<file path="config.mk">
export PLATFORM = sky130hd
export DESIGN_NAME = alu_system_controller_flat
export DESIGN_NICKNAME = d
export VERILOG_FILES = /design/src/rtl/alu_system_controller_if.sv /design/src/rtl/alu_system_controller.sv /design/src/flat_wrapper.sv
export SDC_FILE = /design/constraint.sdc
export NUM_CORES = 1
export LEC_CHECK = 0
export ABC_AREA = 1
export BUFFER_PORTS_ARGS = -buffer_cell sky130_fd_sc_hd__buf_2
export CAP_MARGIN = 20
export CORE_AREA = 2 2 50 52
export DETAILED_ROUTE_END_ITERATION = 16
export DIE_AREA = 0 0 52 54
export MAX_ROUTING_LAYER = met4
export PLACE_DENSITY = 0.84
export SLEW_MARGIN = 10
export SYNTH_ARGS = -nofsm -noshare
export SYNTH_HDL_FRONTEND = slang
export SYNTH_SLANG_ARGS = --single-unit
</file>
<file path="constraint.sdc">
create_clock -name i_clk -period 1.4 [get_ports i_clk]
set_input_delay 0.35 -clock i_clk [delete_from_list [all_inputs] [get_ports i_clk]]
set_output_delay 0.35 -clock i_clk [all_outputs]
set_load 0.05 [all_outputs]
</file>
<file path="src/rtl/alu_system_controller_if.sv">
// Control/status bundle between the ALU system sequencer (master) and its datapath (slave).
// mem_ready is present only when CTRL_MEM_WAIT_EN is defined.
interface alu_system_controller_if;
   logic [15:0] ir_out;
   logic [3:0]  alu_flags;
   logic [2:0]  rf_out_a_sel;
   logic [2:0]  rf_out_b_sel;
   logic [2:0]  rf_fun_sel;
   logic [3:0]  rf_reg_sel;
   logic [3:0]  rf_scr_sel;
   logic [4:0]  alu_fun_sel;
   logic [1:0]  arf_out_c_sel;
   logic [1:0]  arf_out_d_sel;
   logic [2:0]  arf_fun_sel;
   logic [2:0]  arf_reg_sel;
   logic        ir_lh;
   logic        ir_write;
   logic        mem_cs;
   logic        mem_wr;
   logic        alu_wf;
   logic        mux_c_sel;
   logic [1:0]  mux_a_sel;
   logic [1:0]  mux_b_sel;
`ifdef CTRL_MEM_WAIT_EN
   logic        mem_ready;
`endif

   modport master (
      input  ir_out, alu_flags,
`ifdef CTRL_MEM_WAIT_EN
      input  mem_ready,
`endif
      output rf_out_a_sel, rf_out_b_sel, rf_fun_sel, rf_reg_sel, rf_scr_sel, alu_fun_sel,
      output arf_out_c_sel, arf_out_d_sel, arf_fun_sel, arf_reg_sel,
      output ir_lh, ir_write, mem_cs, mem_wr, alu_wf, mux_c_sel, mux_a_sel, mux_b_sel
   );

   modport slave (
      output ir_out, alu_flags,
`ifdef CTRL_MEM_WAIT_EN
      output mem_ready,
`endif
      input  rf_out_a_sel, rf_out_b_sel, rf_fun_sel, rf_reg_sel, rf_scr_sel, alu_fun_sel,
      input  arf_out_c_sel, arf_out_d_sel, arf_fun_sel, arf_reg_sel,
      input  ir_lh, ir_write, mem_cs, mem_wr, alu_wf, mux_c_sel, mux_a_sel, mux_b_sel
   );
endinterface

</file>
<file path="src/rtl/alu_system_controller.sv">
// ALU system sequencer: two-byte fetch, decode, 1-2 execute cycles (3 cycles/instr, PUSH 4).
// No backpressure by default; with CTRL_MEM_WAIT_EN, memory states stall while mem_ready is low.
module alu_system_controller #(
   parameter bit         REGSEL_ACTIVE_LOW = 1'b1,
   parameter logic [2:0] FUN_HOLD  = 3'b000,
   parameter logic [2:0] FUN_CLEAR = 3'b011,
   parameter logic [2:0] FUN_LOAD  = 3'b010,
   parameter logic [2:0] FUN_INC   = 3'b001,
   parameter logic [2:0] FUN_DEC   = 3'b100,
   parameter logic [4:0] ALU_PASSA = 5'h10,
   parameter logic [4:0] ALU_ADD   = 5'h14,
   parameter logic [4:0] ALU_SUB   = 5'h16,
   parameter logic [4:0] ALU_AND   = 5'h17,
   parameter logic [4:0] ALU_OR    = 5'h18
) (
   input  logic                            i_clk,
   input  logic                            i_rst,
   alu_system_controller_if.master         io_dp,
   output logic [2:0]                      o_seq_state,
   output logic                            o_halted
);
   typedef enum logic [2:0] {
      S_INIT    = 3'd0,
      S_FETCH_L = 3'd1,
      S_FETCH_H = 3'd2,
      S_EXEC1   = 3'd3,
      S_EXEC2   = 3'd4,
      S_HALT    = 3'd5
   } state_t;

   localparam logic [3:0] OP_LDIM = 4'h0, OP_ADD = 4'h1, OP_SUB = 4'h2, OP_AND = 4'h3;
   localparam logic [3:0] OP_OR   = 4'h4, OP_LD  = 4'h5, OP_ST  = 4'h6, OP_LDAR = 4'h7;
   localparam logic [3:0] OP_BRA  = 4'h8, OP_BEQ = 4'h9, OP_PUSH = 4'hA, OP_HLT = 4'hF;
   localparam logic [1:0] ARF_PC = 2'd0, ARF_AR = 2'd1, ARF_SP = 2'd2;

   state_t      r_state, w_next;
   logic [3:0]  w_op;
   logic [1:0]  w_rd;
   logic [2:0]  w_ra, w_rb;
   logic [3:0]  w_rd_en;
   logic [2:0]  w_rf_a, w_rf_b, w_rf_fun, w_arf_fun, w_arf_en;
   logic [3:0]  w_rf_en, w_scr_en;
   logic [4:0]  w_alu_fun;
   logic [1:0]  w_arf_c, w_arf_d, w_mux_a, w_mux_b;
   logic        w_ir_lh, w_ir_write, w_mem_cs, w_mem_wr, w_alu_wf, w_mux_c, w_mem_stage;
   logic        w_unused_bits;

   assign w_op    = io_dp.ir_out[15:12];
   assign w_rd    = io_dp.ir_out[11:10];
   assign w_ra    = io_dp.ir_out[9:7];
   assign w_rb    = io_dp.ir_out[6:4];
   assign w_rd_en = 4'b1000 >> w_rd;
   assign w_unused_bits = ^{io_dp.ir_out[3:0], io_dp.alu_flags[2:0]};

   always_ff @(posedge i_clk) begin
      if (i_rst) r_state <= S_INIT;
      else       r_state <= w_next;
   end

   always_comb begin
      w_next      = r_state;
      w_rf_a      = 3'd0;
      w_rf_b      = 3'd0;
      w_rf_fun    = FUN_HOLD;
      w_rf_en     = 4'b0000;
      w_scr_en    = 4'b0000;
      w_alu_fun   = 5'd0;
      w_arf_c     = 2'd0;
      w_arf_d     = 2'd0;
      w_arf_fun   = FUN_HOLD;
      w_arf_en    = 3'b000;
      w_ir_lh     = 1'b0;
      w_ir_write  = 1'b0;
      w_mem_cs    = 1'b1;
      w_mem_wr    = 1'b0;
      w_alu_wf    = 1'b0;
      w_mux_c     = 1'b0;
      w_mux_a     = 2'd0;
      w_mux_b     = 2'd0;
      w_mem_stage = 1'b0;
      if (i_rst) begin
         w_next = S_INIT;
      end else begin
         case (r_state)
            S_INIT: begin
               w_rf_fun  = FUN_CLEAR;
               w_rf_en   = 4'b1111;
               w_scr_en  = 4'b1111;
               w_arf_fun = FUN_CLEAR;
               w_arf_en  = 3'b111;
               w_next    = S_FETCH_L;
            end
            S_FETCH_L, S_FETCH_H: begin
               w_arf_d     = ARF_PC;
               w_mem_cs    = 1'b0;
               w_ir_write  = 1'b1;
               w_ir_lh     = (r_state == S_FETCH_H);
               w_arf_fun   = FUN_INC;
               w_arf_en    = 3'b100;
               w_mem_stage = 1'b1;
               w_next      = (r_state == S_FETCH_L) ? S_FETCH_H : S_EXEC1;
            end
            S_EXEC1: begin
               w_next = S_FETCH_L;
               case (w_op)
                  OP_LDIM: begin
                     w_mux_a  = 2'b11;
                     w_rf_fun = FUN_LOAD;
                     w_rf_en  = w_rd_en;
                  end
                  OP_ADD, OP_SUB, OP_AND, OP_OR: begin
                     w_rf_a   = w_ra;
                     w_rf_b   = w_rb;
                     w_alu_wf = 1'b1;
                     w_rf_fun = FUN_LOAD;
                     w_rf_en  = w_rd_en;
                     case (w_op)
                        OP_ADD:  w_alu_fun = ALU_ADD;
                        OP_SUB:  w_alu_fun = ALU_SUB;
                        OP_AND:  w_alu_fun = ALU_AND;
                        default: w_alu_fun = ALU_OR;
                     endcase
                  end
                  OP_LD: begin
                     w_arf_d     = ARF_AR;
                     w_mem_cs    = 1'b0;
                     w_mux_a     = 2'b10;
                     w_rf_fun    = FUN_LOAD;
                     w_rf_en     = w_rd_en;
                     w_mem_stage = 1'b1;
                  end
                  OP_ST: begin
                     w_rf_a      = w_ra;
                     w_alu_fun   = ALU_PASSA;
                     w_arf_d     = ARF_AR;
                     w_mem_cs    = 1'b0;
                     w_mem_wr    = 1'b1;
                     w_mem_stage = 1'b1;
                  end
                  OP_LDAR: begin
                     w_mux_b   = 2'b11;
                     w_arf_fun = FUN_LOAD;
                     w_arf_en  = 3'b010;
                  end
                  OP_BRA, OP_BEQ: begin
                     // BEQ falls through with no writes when Z is clear
                     if (w_op == OP_BRA || io_dp.alu_flags[3]) begin
                        w_mux_b   = 2'b11;
                        w_arf_fun = FUN_LOAD;
                        w_arf_en  = 3'b100;
                     end
                  end
                  OP_PUSH: begin
                     w_arf_fun = FUN_DEC;
                     w_arf_en  = 3'b001;
                     w_next    = S_EXEC2;
                  end
                  OP_HLT:  w_next = S_HALT;
                  default: ;
               endcase
            end
            S_EXEC2: begin
               w_rf_a      = w_ra;
               w_alu_fun   = ALU_PASSA;
               w_arf_d     = ARF_SP;
               w_mem_cs    = 1'b0;
               w_mem_wr    = 1'b1;
               w_mem_stage = 1'b1;
               w_next      = S_FETCH_L;
            end
            S_HALT:  w_next = S_HALT;
            default: w_next = S_INIT;
         endcase
`ifdef CTRL_MEM_WAIT_EN
         // Memory not ready: hold the state, keep address/CS, suppress every write side-effect
         if (w_mem_stage && !io_dp.mem_ready) begin
            w_next     = r_state;
            w_ir_write = 1'b0;
            w_mem_wr   = 1'b0;
            w_rf_en    = 4'b0000;
            w_scr_en   = 4'b0000;
            w_arf_en   = 3'b000;
         end
`endif
      end
   end

   assign io_dp.rf_out_a_sel  = w_rf_a;
   assign io_dp.rf_out_b_sel  = w_rf_b;
   assign io_dp.rf_fun_sel    = w_rf_fun;
   assign io_dp.rf_reg_sel    = REGSEL_ACTIVE_LOW ? ~w_rf_en  : w_rf_en;
   assign io_dp.rf_scr_sel    = REGSEL_ACTIVE_LOW ? ~w_scr_en : w_scr_en;
   assign io_dp.alu_fun_sel   = w_alu_fun;
   assign io_dp.arf_out_c_sel = w_arf_c;
   assign io_dp.arf_out_d_sel = w_arf_d;
   assign io_dp.arf_fun_sel   = w_arf_fun;
   assign io_dp.arf_reg_sel   = REGSEL_ACTIVE_LOW ? ~w_arf_en : w_arf_en;
   assign io_dp.ir_lh         = w_ir_lh;
   assign io_dp.ir_write      = w_ir_write;
   assign io_dp.mem_cs        = w_mem_cs;
   assign io_dp.mem_wr        = w_mem_wr;
   assign io_dp.alu_wf        = w_alu_wf;
   assign io_dp.mux_c_sel     = w_mux_c;
   assign io_dp.mux_a_sel     = w_mux_a;
   assign io_dp.mux_b_sel     = w_mux_b;
   assign o_seq_state         = r_state;
   assign o_halted            = (r_state == S_HALT);
endmodule
</file>
<file path="src/flat_wrapper.sv">
// flat-port wrapper written by rule: the top's interface ports become plain ports
module alu_system_controller_flat 
#(
   parameter bit         REGSEL_ACTIVE_LOW = 1'b1,
   parameter logic [2:0] FUN_HOLD  = 3'b000,
   parameter logic [2:0] FUN_CLEAR = 3'b011,
   parameter logic [2:0] FUN_LOAD  = 3'b010,
   parameter logic [2:0] FUN_INC   = 3'b001,
   parameter logic [2:0] FUN_DEC   = 3'b100,
   parameter logic [4:0] ALU_PASSA = 5'h10,
   parameter logic [4:0] ALU_ADD   = 5'h14,
   parameter logic [4:0] ALU_SUB   = 5'h16,
   parameter logic [4:0] ALU_AND   = 5'h17,
   parameter logic [4:0] ALU_OR    = 5'h18
)
  (i_clk, i_rst, o_seq_state, o_halted, io_dp_ir_out, io_dp_alu_flags, io_dp_rf_out_a_sel, io_dp_rf_out_b_sel, io_dp_rf_fun_sel, io_dp_rf_reg_sel, io_dp_rf_scr_sel, io_dp_alu_fun_sel, io_dp_arf_out_c_sel, io_dp_arf_out_d_sel, io_dp_arf_fun_sel, io_dp_arf_reg_sel, io_dp_ir_lh, io_dp_ir_write, io_dp_mem_cs, io_dp_mem_wr, io_dp_alu_wf, io_dp_mux_c_sel, io_dp_mux_a_sel, io_dp_mux_b_sel);
  alu_system_controller_if io_dp_i ();
  input  logic i_clk;
  input  logic i_rst;
  output logic [2:0] o_seq_state;
  output logic o_halted;
  input wire logic [$bits(io_dp_i.ir_out)-1:0] io_dp_ir_out;
  input wire logic [$bits(io_dp_i.alu_flags)-1:0] io_dp_alu_flags;
  output wire logic [$bits(io_dp_i.rf_out_a_sel)-1:0] io_dp_rf_out_a_sel;
  output wire logic [$bits(io_dp_i.rf_out_b_sel)-1:0] io_dp_rf_out_b_sel;
  output wire logic [$bits(io_dp_i.rf_fun_sel)-1:0] io_dp_rf_fun_sel;
  output wire logic [$bits(io_dp_i.rf_reg_sel)-1:0] io_dp_rf_reg_sel;
  output wire logic [$bits(io_dp_i.rf_scr_sel)-1:0] io_dp_rf_scr_sel;
  output wire logic [$bits(io_dp_i.alu_fun_sel)-1:0] io_dp_alu_fun_sel;
  output wire logic [$bits(io_dp_i.arf_out_c_sel)-1:0] io_dp_arf_out_c_sel;
  output wire logic [$bits(io_dp_i.arf_out_d_sel)-1:0] io_dp_arf_out_d_sel;
  output wire logic [$bits(io_dp_i.arf_fun_sel)-1:0] io_dp_arf_fun_sel;
  output wire logic [$bits(io_dp_i.arf_reg_sel)-1:0] io_dp_arf_reg_sel;
  output wire logic [$bits(io_dp_i.ir_lh)-1:0] io_dp_ir_lh;
  output wire logic [$bits(io_dp_i.ir_write)-1:0] io_dp_ir_write;
  output wire logic [$bits(io_dp_i.mem_cs)-1:0] io_dp_mem_cs;
  output wire logic [$bits(io_dp_i.mem_wr)-1:0] io_dp_mem_wr;
  output wire logic [$bits(io_dp_i.alu_wf)-1:0] io_dp_alu_wf;
  output wire logic [$bits(io_dp_i.mux_c_sel)-1:0] io_dp_mux_c_sel;
  output wire logic [$bits(io_dp_i.mux_a_sel)-1:0] io_dp_mux_a_sel;
  output wire logic [$bits(io_dp_i.mux_b_sel)-1:0] io_dp_mux_b_sel;
  assign io_dp_i.ir_out = io_dp_ir_out;
  assign io_dp_i.alu_flags = io_dp_alu_flags;
  assign io_dp_rf_out_a_sel = io_dp_i.rf_out_a_sel;
  assign io_dp_rf_out_b_sel = io_dp_i.rf_out_b_sel;
  assign io_dp_rf_fun_sel = io_dp_i.rf_fun_sel;
  assign io_dp_rf_reg_sel = io_dp_i.rf_reg_sel;
  assign io_dp_rf_scr_sel = io_dp_i.rf_scr_sel;
  assign io_dp_alu_fun_sel = io_dp_i.alu_fun_sel;
  assign io_dp_arf_out_c_sel = io_dp_i.arf_out_c_sel;
  assign io_dp_arf_out_d_sel = io_dp_i.arf_out_d_sel;
  assign io_dp_arf_fun_sel = io_dp_i.arf_fun_sel;
  assign io_dp_arf_reg_sel = io_dp_i.arf_reg_sel;
  assign io_dp_ir_lh = io_dp_i.ir_lh;
  assign io_dp_ir_write = io_dp_i.ir_write;
  assign io_dp_mem_cs = io_dp_i.mem_cs;
  assign io_dp_mem_wr = io_dp_i.mem_wr;
  assign io_dp_alu_wf = io_dp_i.alu_wf;
  assign io_dp_mux_c_sel = io_dp_i.mux_c_sel;
  assign io_dp_mux_a_sel = io_dp_i.mux_a_sel;
  assign io_dp_mux_b_sel = io_dp_i.mux_b_sel;
  alu_system_controller #(.REGSEL_ACTIVE_LOW(REGSEL_ACTIVE_LOW), .FUN_HOLD(FUN_HOLD), .FUN_CLEAR(FUN_CLEAR), .FUN_LOAD(FUN_LOAD), .FUN_INC(FUN_INC), .FUN_DEC(FUN_DEC), .ALU_PASSA(ALU_PASSA), .ALU_ADD(ALU_ADD), .ALU_SUB(ALU_SUB), .ALU_AND(ALU_AND), .ALU_OR(ALU_OR)) u_core (.i_clk(i_clk), .i_rst(i_rst), .io_dp(io_dp_i), .o_seq_state(o_seq_state), .o_halted(o_halted));
endmodule
</file>
# Yosys cells after proc, flatten, opt, wreduce, memory -nomap -nowiden
# Index checks and enable logic that the tools add are counted.
# op_classes
addsub	0
mul	0
n_div	0
order_cmp	0
n_eq_ne	16
shift	1
mux	52
n_bitwise	3
n_reduce_logical	11
# op_table
cell	n
$pmux W3 S3	4
$mux W3	9
$pmux W5 S2	2
$pmux W3 S2	3
$eq A4 B3 Y1 const B	4
$eq A4 B4 Y1 const B	4
$mux W2	8
$mux W4	4
$mux W1	13
$pmux W2 S2	3
$pmux W3 S4	1
$pmux W4 S3	1
$eq A4 B2 Y1 const B	2
$not A4 Y4	2
$pmux W4 S2	1
$reduce_or A2 Y1	4
$eq A3 B2 Y1 const B	2
$eq A3 B3 Y1 const B	2
$reduce_or A6 Y1	1
$mux W5	1
$reduce_or A5 Y1	1
$eq A4 B1 Y1 const B	1
$logic_not A4 Y1	1
$pmux W1 S2	2
7 further kinds	7
# totals
regBits	3
latch_bits	0
ramBits	0
rom_bits	0
inputBits	22
out_inout_bits	46
elab_cells	84
memories	0

# Logic depth before layout (Yosys ltp)
# depth
ltp_word	7
depth_mapped	8
ltp_nobuf	8

# Worst setup path before layout
# Ideal clock, no wire load.
# synth_timing
path_kind	register to output
from	register u_core.r_state[0] (netlist: u_core.o_seq_state[0])
to	output io_dp_arf_reg_sel[0]
t_arrival_ps	2222
t_required_ps	1050
slack_ps	-1172
path_stages_with_launch	6
path_buffers	0
path_cell_list	dfxtp_1 -> nand2_4 -> nor2_8 -> inv_2 -> nor3_2 -> nor2_1
# synth_between
elab_chain_len	5
word_cells_on_any_way	8
classes_between	eq/ne (3); mux (2); bitwise (1); reduce/logical (2)
# synth_lines
element	line_no	rtl
start, declared	alu_system_controller.sv:36	state_t r_state, w_next;
start signal, assigned	alu_system_controller.sv:57	else r_state <= w_next;
$eq A3 B1 Y1 / $eq A3 B2 Y1 (equally long branches)	alu_system_controller.sv:84	case (r_state)
$reduce_or A2 Y1	alu_system_controller.sv:84	
$pmux W3 S3 *	alu_system_controller.sv:84	
$mux W3 *	alu_system_controller.sv:81	if (i_rst) begin
$not A3 Y3 *	alu_system_controller.sv:197	assign io_dp.arf_reg_sel = REGSEL_ACTIVE_LOW ? ~w_arf_en : w_arf_en;
end, declared	flat_wrapper.sv:33	output wire logic [$bits(io_dp_i.arf_reg_sel)-1:0] io_dp_arf_reg_sel;
# Mark *: on every way between the ends. The rest lies on a longest branch, timed or not.

# Worst setup path after layout
# layout_timing
from	register u_core.r_state[2] (netlist: u_core.o_seq_state[2])
to	output io_dp_rf_out_a_sel[1]
# layout_between
elab_chain_len	3
word_cells_on_any_way	4
classes_between	eq/ne (2); mux (2)
# layout_lines
element	line_no	rtl
$eq A3 B3 Y1 / $eq A3 B2 Y1 (equally long branches)	alu_system_controller.sv:84	
$pmux W3 S2 *	alu_system_controller.sv:84	
$mux W3 *	alu_system_controller.sv:81	
end, declared	flat_wrapper.sv:24	output wire logic [$bits(io_dp_i.rf_out_a_sel)-1:0] io_dp_rf_out_a_sel;
# Marked as above.

==> results.toml <==
[power_and_ir_drop]
p_switching_uw = 574
p_leak_nw = 1.01
internal-power_uw = 478
power_frac_seq_pct = 9.8
power_frac_comb_pct = 73.6
power.share.clock_pct = 16.6
ir_worst_vdd_v = 0.000476
pwr_density_cell_nw_per_um2 = 526
swShare_pct = 54.6

[die]
row_count = 18
core_area_sq_um = 2320
pin_count = 68
fp.dieW_um = 52
die_y_um = 54
die_area_sq_um = 2810
start_util_pct = 31.3

[routing]
vias = 1208
route.detailed.drc = 0
via_per_inst = 4.87
wirelength_um = 4210
firstDrtPassIters = 6
wire_per_inst_um = 17.0
drtIter0Drc = 46
drtAntennaViolNets = 0

[finish]
fin_cells = 248
syn2layout_area_growth_pct = 175
final_layout_size_suffix_gt1_share_pct = 77.5
largest_register_ffs = 3
antennaDiodeCount = 0
nets = 241

[yosys]
ys_seq_elements = 3
netlist.top_cell.by_area = "nand2_1"
yosysSeqAreaShare_pct = 8.26
yosysWarnings = 0
syn_area_per_cell_sq_um = 5.72
yosysTopAreaCellShare_pct = 12.4
synth.distinct_cells = 23
ys_top_cells_by_area = "nand2_1 (12%), nor2_1 (11%), buf_4 (9.3%)"
syn_area_sq_um = 727
synth_cells = 127

[timing]
fin_ws_ps = -491
finalCritPeriodShare_pct = 135
rsz0062_at_grt = "true"
setup-tns-final_ps = -14460
period_needed_ps = 1890
hold_viol_final = 0
fmax_ghz = 0.529
setup_violations = 39
slew_violations = 0
fin_worst_skew_ps = 7.40

[grt]
overflow = 0
grt_pass1_wl_um = 5590
antenna_found_initial = 0
track_usage_pct = 27.8
grt_pass1_vias = 1155
grt_max_degree = 8

[cts]
cts_tree = "done"
htree_levels = 1
insertion_delay_ps = 250
path_clk_slew_ps = 50
cts_buffers = 3
root_buffer = "clkbuf_4"
clock-sinks = 3
clockBufferDepth = 2

[placed_design]
hpwl_um = 2010
gp_congestion = 0.834
placedCellCount = 232
portBuffers = 56

[critical_path]
crit_path_start_kind = "register"
crit_type = "register to output pin"
end_kind = "output pin"
critPathMaxFanout = 4
arrival_ps = 1540
cpPeakStageDelay_ps = 370
path_delay_family = "simple AND/OR/NAND/NOR gates"
critPathSlowestCell = "dfxtp_4"
path_buf_inv = 2
critical_path.cell_chain = "inv_6 -> nand2_8 -> nor2_8 -> nand3_4 -> nand2_8 -> nor2_8 -> nor2_4 -> buf_8"
required_ps = 1050

[run]
cap_violations = 0

[status]
violations = "negative setup slack"
outcome = "finished with violations"

[hold_path]
hp-class = "input port to register"
cell families after synthesis:
kind of cell	after synthesis	share of synthesized area (%)
and+or+nand+nor	77	60.1
buffers and inverters	36	24.3
other	1	0.516
DFF	3	8.26
AOI/OAI and AO/OA	10	6.88
timing repair:
action / 4_1_cts / 5_1_grt
buffers inserted: 9 / 6
pin swaps: 10 / 9
hold buffers: 0 / 0
gates resized for setup: 124 / 25
setup endpoints to repair: 39 / 40
cells in the final DEF, fill, tap and decap left out, drive strengths merged:
cell / instances
buf: 93
clkbuf: 4
clkinv: 1
clkinvlp: 1
conb: 4
dfxtp: 3
inv: 25
nand2: 29
nand3: 11
nand4: 2
nor2: 30
nor3: 4
nor4: 1
o21ai: 10
cells in the mapped netlist:
| cell type | count |
|---|---|
| buf_4 | 9 |
| clkinv_4 | 1 |
| conb_1 | 1 |
| dfxtp_1 | 3 |
| inv_1 | 17 |
| inv_2 | 8 |
| inv_4 | 1 |
| nand2_1 | 24 |
| nand2_2 | 1 |
| nand2_4 | 4 |
| nand3_1 | 9 |
| nand3_2 | 1 |
| nand3_4 | 1 |
| nand4_1 | 2 |
| nor2_1 | 21 |
| nor2_2 | 5 |
| nor2_4 | 2 |
| nor2_8 | 2 |
| nor3_1 | 3 |
| nor3_2 | 1 |
| nor4_2 | 1 |
| o21ai_0 | 5 |
| o21ai_1 | 5 |
worst paths after layout:
check,endpoint,depth (start not counted),slack [ps],from
min reg2reg,u_core.o_seq_state[1],3,670,u_core.o_seq_state[0]
max,io_dp_rf_out_a_sel[1],8,-490,u_core.o_seq_state[2]
max reg2reg,u_core.o_seq_state[0],6,230,u_core.o_seq_state[1]
min,u_core.o_seq_state[2],5,570,io_dp_ir_out[14]
final cells by class:
class                      instances  area, sq um
tap                               30         37.5
clock buffer                       4         26.3
timing repair buffer              93          927
fill                             108          322
inverter                          27          143
sequential                         3         71.3
multi-input combinational         91          793
metal layers:
metal / wire [um] / track usage (%)
met4: 102 / 11.0
met5: 0 / -
met2: 2260 / 51.7
met1: 1630 / 31.0
met3: 215 / 1.39
worst min-delay path: cells and delay by family:
family | cells | cell delay (ps)
AO/OA/AOI/OAI | 2 | 190
buffers and inverters | 1 | 110
AND/OR/NAND/NOR | 2 | 140
metrics by stage:
step	instance area (sq um)	hold slack [ps]	util (%)	power [mW]	setup WS [ps]
detailed placement	1380	521	59.4	0.669	-369
finish	2000	573	86.1	1.05	-491
CTS	1880	555	81.0	0.985	-379
global placement	1380	515	59.4	0.662	-335
global route	2000	621	86.1	1.09	-530
floorplan	932	588	-	0.529	-484
power groups by stage:
stage	Sequential, mW	Combinational [mW]	Clock (mW)
6_report	0.103	0.774	0.175
5_1_grt	0.103	0.803	0.184
4_1_cts	0.103	0.713	0.169
3_5_place_dp	0.104	0.565	0
3_3_place_gp	0.103	0.558	0
2_1_floorplan	0.124	0.405	0
No activity file was read; power rests on OpenSTA's default activity.
